===== config.mk =====
export PLATFORM = sky130hd
export DESIGN_NAME = mips_main_control
export DESIGN_NICKNAME = d
export VERILOG_FILES = /design/src/rtl/mips_main_control.sv
export SDC_FILE = /design/constraint.sdc
export NUM_CORES = 1
export LEC_CHECK = 0
export BUFFER_PORTS_ARGS = -buffer_cell sky130_fd_sc_hd__buf_2
export CAP_MARGIN = 0
export CORE_MARGIN = 5
export CORE_UTILIZATION = 46
export DETAILED_ROUTE_END_ITERATION = 10
export PLACE_DENSITY = 0.77
export SLEW_MARGIN = 20
export SYNTH_ARGS = -nofsm -noshare
export SYNTH_HDL_FRONTEND = slang
export SYNTH_SLANG_ARGS = --single-unit

===== constraint.sdc =====
create_clock -name clk -period 1.75 [get_ports clk]
set_input_delay 0.175 -clock clk [delete_from_list [all_inputs] [get_ports clk]]
set_output_delay 0.175 -clock clk [all_outputs]
set_load 0.005 [all_outputs]

===== src/rtl/mips_main_control.sv =====
// Multicycle main control FSM for the MiniMIPS 16-bit processor.
// Sequences fetch/decode/execute/memory/write-back and drives the datapath strobes.
module mips_main_control (
    input  logic       clk,
    input  logic       rst_n,
    input  logic [3:0] Opcode,
    input  logic       mem_ready,
    output logic [2:0] ALUop,
    output logic       PCWrite,
    output logic       PCWriteCond,
    output logic       IorD,
    output logic       MemRead,
    output logic       MemWrite,
    output logic       IRWrite,
    output logic       MemtoReg,
    output logic       RegDst,
    output logic       RegWrite,
    output logic       ALUSrcA,
    output logic [1:0] ALUSrcB,
    output logic [1:0] PCSource,
    output logic       BranchNe,
    output logic       halted,
    output logic       illegal
);

    localparam logic [3:0] OP_R    = 4'b0000;
    localparam logic [3:0] OP_ADDI = 4'b0001;
    localparam logic [3:0] OP_ANDI = 4'b0010;
    localparam logic [3:0] OP_ORI  = 4'b0011;
    localparam logic [3:0] OP_LW   = 4'b0100;
    localparam logic [3:0] OP_SW   = 4'b0101;
    localparam logic [3:0] OP_BEQ  = 4'b0110;
    localparam logic [3:0] OP_BNE  = 4'b0111;
    localparam logic [3:0] OP_J    = 4'b1000;
    localparam logic [3:0] OP_HALT = 4'b1111;

    localparam logic [2:0] ALU_ADD   = 3'b000;
    localparam logic [2:0] ALU_SUB   = 3'b001;
    localparam logic [2:0] ALU_AND   = 3'b010;
    localparam logic [2:0] ALU_OR    = 3'b011;
    localparam logic [2:0] ALU_RTYPE = 3'b111;

    typedef enum logic [3:0] {
        FETCH,
        DECODE,
        MEMADR,
        MEMRD,
        MEMWB,
        MEMWR,
        EXE_R,
        WB_R,
        EXE_I,
        WB_I,
        BRANCH,
        JUMP,
        HALT
    } state_t;

    state_t state;
    logic   illegal_seen;

    // Illegal opcodes are dropped back to FETCH; only the sticky flag remembers them.
    always_ff @(posedge clk) begin
        if (!rst_n) begin
            state        <= FETCH;
            illegal_seen <= 1'b0;
        end else begin
            case (state)
                FETCH: begin
                    if (mem_ready) state <= DECODE;
                end
                DECODE: begin
                    case (Opcode)
                        OP_LW, OP_SW:              state <= MEMADR;
                        OP_R:                      state <= EXE_R;
                        OP_ADDI, OP_ANDI, OP_ORI:  state <= EXE_I;
                        OP_BEQ, OP_BNE:            state <= BRANCH;
                        OP_J:                      state <= JUMP;
                        OP_HALT:                   state <= HALT;
                        default: begin
                            illegal_seen <= 1'b1;
                            state        <= FETCH;
                        end
                    endcase
                end
                MEMADR:  state <= (Opcode == OP_LW) ? MEMRD : MEMWR;
                MEMRD: begin
                    if (mem_ready) state <= MEMWB;
                end
                MEMWR: begin
                    if (mem_ready) state <= FETCH;
                end
                EXE_R:   state <= WB_R;
                EXE_I:   state <= WB_I;
                MEMWB, WB_R, WB_I, BRANCH, JUMP: state <= FETCH;
                HALT:    state <= HALT;
                default: state <= FETCH;
            endcase
        end
    end

    // Moore decode; the FETCH write strobes additionally wait for the memory handshake.
    always_comb begin
        ALUop       = ALU_ADD;
        PCWrite     = 1'b0;
        PCWriteCond = 1'b0;
        IorD        = 1'b0;
        MemRead     = 1'b0;
        MemWrite    = 1'b0;
        IRWrite     = 1'b0;
        MemtoReg    = 1'b0;
        RegDst      = 1'b0;
        RegWrite    = 1'b0;
        ALUSrcA     = 1'b0;
        ALUSrcB     = 2'b00;
        PCSource    = 2'b00;
        BranchNe    = 1'b0;
        halted      = 1'b0;
        illegal     = rst_n & illegal_seen;
        if (rst_n) begin
            case (state)
                FETCH: begin
                    MemRead = 1'b1;
                    ALUSrcB = 2'b01;
                    IRWrite = mem_ready;
                    PCWrite = mem_ready;
                end
                DECODE: begin
                    ALUSrcB = 2'b11;
                end
                MEMADR: begin
                    ALUSrcA = 1'b1;
                    ALUSrcB = 2'b10;
                end
                MEMRD: begin
                    MemRead = 1'b1;
                    IorD    = 1'b1;
                end
                MEMWB: begin
                    RegWrite = 1'b1;
                    MemtoReg = 1'b1;
                end
                MEMWR: begin
                    MemWrite = 1'b1;
                    IorD     = 1'b1;
                end
                EXE_R: begin
                    ALUSrcA = 1'b1;
                    ALUop   = ALU_RTYPE;
                end
                WB_R: begin
                    RegWrite = 1'b1;
                    RegDst   = 1'b1;
                end
                EXE_I: begin
                    ALUSrcA = 1'b1;
                    ALUSrcB = 2'b10;
                    case (Opcode)
                        OP_ANDI: ALUop = ALU_AND;
                        OP_ORI:  ALUop = ALU_OR;
                        default: ALUop = ALU_ADD;
                    endcase
                end
                WB_I: begin
                    RegWrite = 1'b1;
                end
                BRANCH: begin
                    ALUSrcA     = 1'b1;
                    ALUop       = ALU_SUB;
                    PCWriteCond = 1'b1;
                    PCSource    = 2'b01;
                    BranchNe    = (Opcode == OP_BNE);
                end
                JUMP: begin
                    PCWrite  = 1'b1;
                    PCSource = 2'b10;
                end
                HALT: begin
                    halted = 1'b1;
                end
                default: begin
                    halted = 1'b0;
                end
            endcase
        end
    end

endmodule


# Yosys cells after proc, flatten, opt, wreduce, memory -nomap -nowiden
# Cells that the tools add are included.
# W data, S select, Z words.
# word_totals
regBits	5
input_bits	7
out_inout_bits	20
wordCells	78
# classes
eq_ne	24
mux	37
bitwise	2
n_reduce_logical	13
# ops
operator	n
$eq A4 B3 Y1 const B	8
$pmux W4 S8	1
$eq A4 B4 Y1 const B	7
$pmux W4 S6	1
$mux W1	23
$eq A4 B2 Y1 const B	4
$mux W4	3
$reduce_or A10 Y1	1
$reduce_or A2 Y1	5
$pmux W3 S3	1
$eq A4 B1 Y1 const B	2
$logic_not A4 Y1	2
$pmux W2 S2	2
$mux W3	2
$ne A2 B2 Y1 const B	3
$pmux W2 S3	1
$reduce_or A3 Y1	2
$mux W2	2
$reduce_or A4 Y1	1
$reduce_and A3 Y1	1
$pmux W1 S2	1
$reduce_and A2 Y1	1
$and A1 B1 Y1	1
$not A1 Y1	1

# Depth between registers and ports, before layout
# depth
depth_word	4
depth_mapped	5

# Worst setup path before layout
# OpenSTA, ideal clock, no wires.
# synth_path
kind	reg2out
start	reg state[3]
end	out BranchNe
arrival_ns	1.238
t_required_ns	1.575
setup_slack_ns	0.337
path_stages_with_launch	6
n_path_buf	2
path_cell_list	dfxtp_1 -> buf_2 -> buf_2 -> nand2_1 -> nor3_1 -> and4_2
# synth_via
elab_chain_len	3
# synth_rtl
element	line	text
start, declared	59	state_t state;
start signal, assigned	86	MEMADR: state <= (Opcode == OP_LW) ? MEMRD : MEMWR;
$eq A4 B4 Y1	121	case (state)
$mux W1	121	
$mux W1	120	if (rst_n) begin
end, declared	21	output logic BranchNe,
# Every way passes these cells.

# Worst setup path after layout
# layout_path
start	reg state[2]
end	out ALUop[0]
# layout_via
elab_chain_len	3
elab_cells_between_ends	5
cone_classes	eq/ne (3); mux (2)
# layout_rtl
element	line	text
$eq A4 B4 Y1 or $eq A4 B3 Y1 (tied branches)	121	
$pmux W3 S3 (*)	121	
$mux W3 (*)	120	
end, declared	8	output logic [2:0] ALUop,
# Every way passes the cells marked *; elsewhere a longest branch is shown, timed or not.

==> impl_results.rst <==
.. list-table::
   :header-rows: 1

   * - Metric
     - Value
   * - Status
     - finished clean
   * - Hpwl dp
     - 1418 um
   * - Leading post-synthesis cells by instance count
     - sky130_fd_sc_hd__nand2b_1, sky130_fd_sc_hd__nor2_1
   * - Fill cell total of the finished layout
     - 143
   * - Highest metal layer with signal wires
     - met3
   * - Area added between synthesis and finish
     - 23.19%
   * - Starting Density
     - 49.34%
   * - Via-per-instance ratio
     - 5.733
   * - Largest stage delay on the critical path
     - 0.47 ns
   * - Max Root-Sink Buffers
     - 2
   * - Critical path peak fanout
     - 11
   * - Clock tree root driver cell
     - sky130_fd_sc_hd__clkbuf_4
   * - Setup TNS after final layout
     - 0 ns
   * - Number of buffers added on ports
     - 26
   * - Pin count of the biggest net entering global routing
     - 15
   * - Total nets after synthesis
     - 98
   * - Drt initial violations
     - 10
   * - Clock tree from TritonCTS
     - built
   * - Routed met2 length
     - 1038 um
   * - Count of synthesis-stage warnings from yosys
     - 0
   * - Vias in the first global route
     - 635
   * - Mean cell area of the mapped netlist
     - 7.232 um^2
   * - Worst min-delay path class
     - input pin to flip-flop
   * - Number of flops mapped to enable cells by yosys
     - 0
   * - Crit-path cells
     - buf_4, or3b_2, a21oi_1, buf_2
   * - Footprint of the multi-input gates
     - 495.5 um^2
   * - Number of max-slew violations in the final report
     - 0
   * - Pleak
     - 0.0003894 uW
   * - Combined buffer and inverter count along the critical path
     - 2
   * - Sequential cell area in the final layout
     - 102.6 um^2
   * - Critical path data arrival time
     - 1.50 ns
   * - Final wirelength
     - 1890 um
   * - H-tree depth
     - 1
   * - Number of placement rows
     - 13
   * - Primary FF master, synth
     - sky130_fd_sc_hd__dfxtp_1
   * - Top Family by Delay on Critical Path
     - simple AND/OR/NAND/NOR gates
   * - Peak supply drop
     - 0.3078 mV
   * - Wire per inst
     - 14.43 um
   * - ANT nets after route
     - 0
   * - Worst Setup End Kind
     - output pin
   * - Type of the worst setup path
     - flip-flop to output pin
   * - Req. time, crit path
     - 1.57 ns
   * - Total power divided by cell area
     - 544.5 nW/um^2
   * - Total number of vias
     - 751
   * - Post-Syn Instances
     - 91
   * - Headroom to the max-slew limit
     - 73.48%
   * - Core area
     - 1334 um^2
   * - Clk sinks
     - 5
   * - Cell type contributing the most total cell area after synthesis
     - sky130_fd_sc_hd__dfxtp_1
   * - Total CTS buffers
     - 3
   * - Wire length of the first global-routing pass
     - 2870 um
   * - Max Clock Freq
     - 596.4 MHz
   * - Number of hold violations in the final report
     - 0
   * - Final worst-path cycle share
     - 95.82%
   * - Reported max-cap violation count
     - 0
   * - Total gr overflow
     - 0
   * - Flops & latches, synth
     - 5
   * - Gpl congestion
     - 0.8888
   * - Global-route usage over all layers
     - 17.40%
   * - Standard cell with the maximum stage delay on the critical path
     - sky130_fd_sc_hd__or3b_2
   * - Library cells used by synthesis
     - 42
   * - Finish-stage setup viols
     - 0
   * - First-pass iteration count of the detailed router
     - 4
   * - Die Y
     - 47.83 um
   * - Number of top-level pins
     - 27
   * - DRC Markers
     - 0
   * - Routed met3 length
     - 94 um
   * - Fraction of final layout cells with drive strength greater than 1
     - 37.07%
   * - Fraction of the core area covered by cells at the end of the flow
     - 60.79%
   * - Clock transition at the registers of the reported paths
     - 0.04 ns
   * - Ys async rst share
     - 0%
   * - Top cells by area, synth
     - sky130_fd_sc_hd__dfxtp_1, sky130_fd_sc_hd__nand2b_1, sky130_fd_sc_hd__nor2b_1
   * - Synth top area share
     - 15.21%
   * - Antenna cells
     - 0
   * - Unrepaired setup endpoints after global routing
     - false
   * - Die Width
     - 47.83 um
   * - Maximum clock skew at final layout
     - 0.0001391 ns
   * - Die outline area
     - 2287 um^2
   * - Worst Tran Pin Value
     - 0.3923 ns
   * - Final-stage net count
     - 124
   * - Time the worst path needs with I/O delays and setup
     - 1.677 ns
   * - Antenna violations before repair
     - 0
   * - Critical path startpoint category
     - flip-flop
   * - Met1 layer wirelength in the final routing
     - 757 um
   * - Sequential area share after synthesis
     - 15.21%
   * - Netlist area before placement
     - 658.1 um^2
   * - Worst skew pair latency
     - 0.24 ns
-- worst paths after layout --
check	depth (start not counted)	to	slack [ns]	from
worst max register to register	5	state[0]	0.28	state[2]
worst min register to register	2	illegal_seen	0.45	illegal_seen
worst max-delay path	4	ALUop[0]	0.07	state[2]
worst min-delay path	3	state[0]	0.27	mem_ready
-- routing by layer --
metal / up-vias / GRT usage (%)
met1: 346 / 23.73
met5: - / 0
met2: 22 / 29.29
met3: 0 / 3.383
met4: 0 / 1.613
li1: 383 / -
-- power breakdown --
group          total (uW)  leakage, uW  internal (uW)  switching, uW
Sequential            142    0.0000417            124           18.2
Clock                 132    0.0000150           86.1           46.3
Combinational         167     0.000333           81.7           85.1
-- per-stage QoR --
| stage | hold slack [ns] | instance area (um^2) | total power, uW | cells | setup slack [ns] |
|---|---|---|---|---|---|
| after detailed placement | 0.4491 | 777.0 | 308.0 | 127 | 0.2363 |
| after CTS | 0.2670 | 805.8 | 443.7 | 131 | 0.06550 |
| after global routing | 0.2948 | 810.8 | 474.4 | 131 | 0.01464 |
| after global placement | 0.4347 | 777.0 | 306.2 | 127 | 0.2697 |
| after floorplan | 0.3391 | 658.1 | 256.6 | 91 | 0.3371 |
| final | 0.2735 | 810.8 | 441.5 | 131 | 0.07319 |
-- flip-flops by register name, summed over array words and instances, names as in the netlist --
signal	flops
state	4
illegal_seen	1
-- cells by family after synthesis --
family	Yosys count	synth area share (%)
AOI/OAI and AO/OA	22	21.86
muxes	2	3.232
buffers and inverters	11	10.27
xor gates and xnor gates	2	2.662
and+or+nand+nor	49	46.77
DFF	5	15.21
-- worst min-delay path, stage by stage --
cell	delay [ns]
sky130_fd_sc_hd__buf_2	0.12
sky130_fd_sc_hd__nand2b_1	0.11
sky130_fd_sc_hd__a21boi_1	0.06
-- cells in the final DEF, fill, tap and decap left out, types with 2 or more instances in the layout --
cell type	count
sky130_fd_sc_hd__a21boi_1	2
sky130_fd_sc_hd__a21oi_1	5
sky130_fd_sc_hd__a31oi_1	2
sky130_fd_sc_hd__buf_2	26
sky130_fd_sc_hd__buf_4	4
sky130_fd_sc_hd__clkbuf_4	3
sky130_fd_sc_hd__dfxtp_1	3
sky130_fd_sc_hd__dfxtp_2	2
sky130_fd_sc_hd__inv_1	2
sky130_fd_sc_hd__nand2_1	5
sky130_fd_sc_hd__nand2b_1	7
sky130_fd_sc_hd__nand3_1	2
sky130_fd_sc_hd__nor2_1	7
sky130_fd_sc_hd__nor2b_1	5
sky130_fd_sc_hd__nor3_1	5
sky130_fd_sc_hd__nor3b_1	2
sky130_fd_sc_hd__o21ai_0	2
sky130_fd_sc_hd__o21bai_1	2
sky130_fd_sc_hd__o31ai_1	2
sky130_fd_sc_hd__or3b_1	2
sky130_fd_sc_hd__or4b_4	2
sky130_fd_sc_hd__xnor2_1	2
-- area by class of cell --
cell class                 instances  share of cell area (%)
inverter                           2                  0.9259
clock buffer                       4                   3.241
tap                               15                   2.315
multi-input combinational         75                   61.11
sequential                         5                   12.65
timing repair buffer              30                   19.75
-- repair_timing --
| action | in CTS | in global routing |
|---|---|---|
| setup endpoints to repair | 3 | 1 |
| buffers inserted | 0 | 0 |
| gates resized for setup | 2 | 1 |
| hold buffers | 0 | 0 |
(Power assumes the default switching activity.)
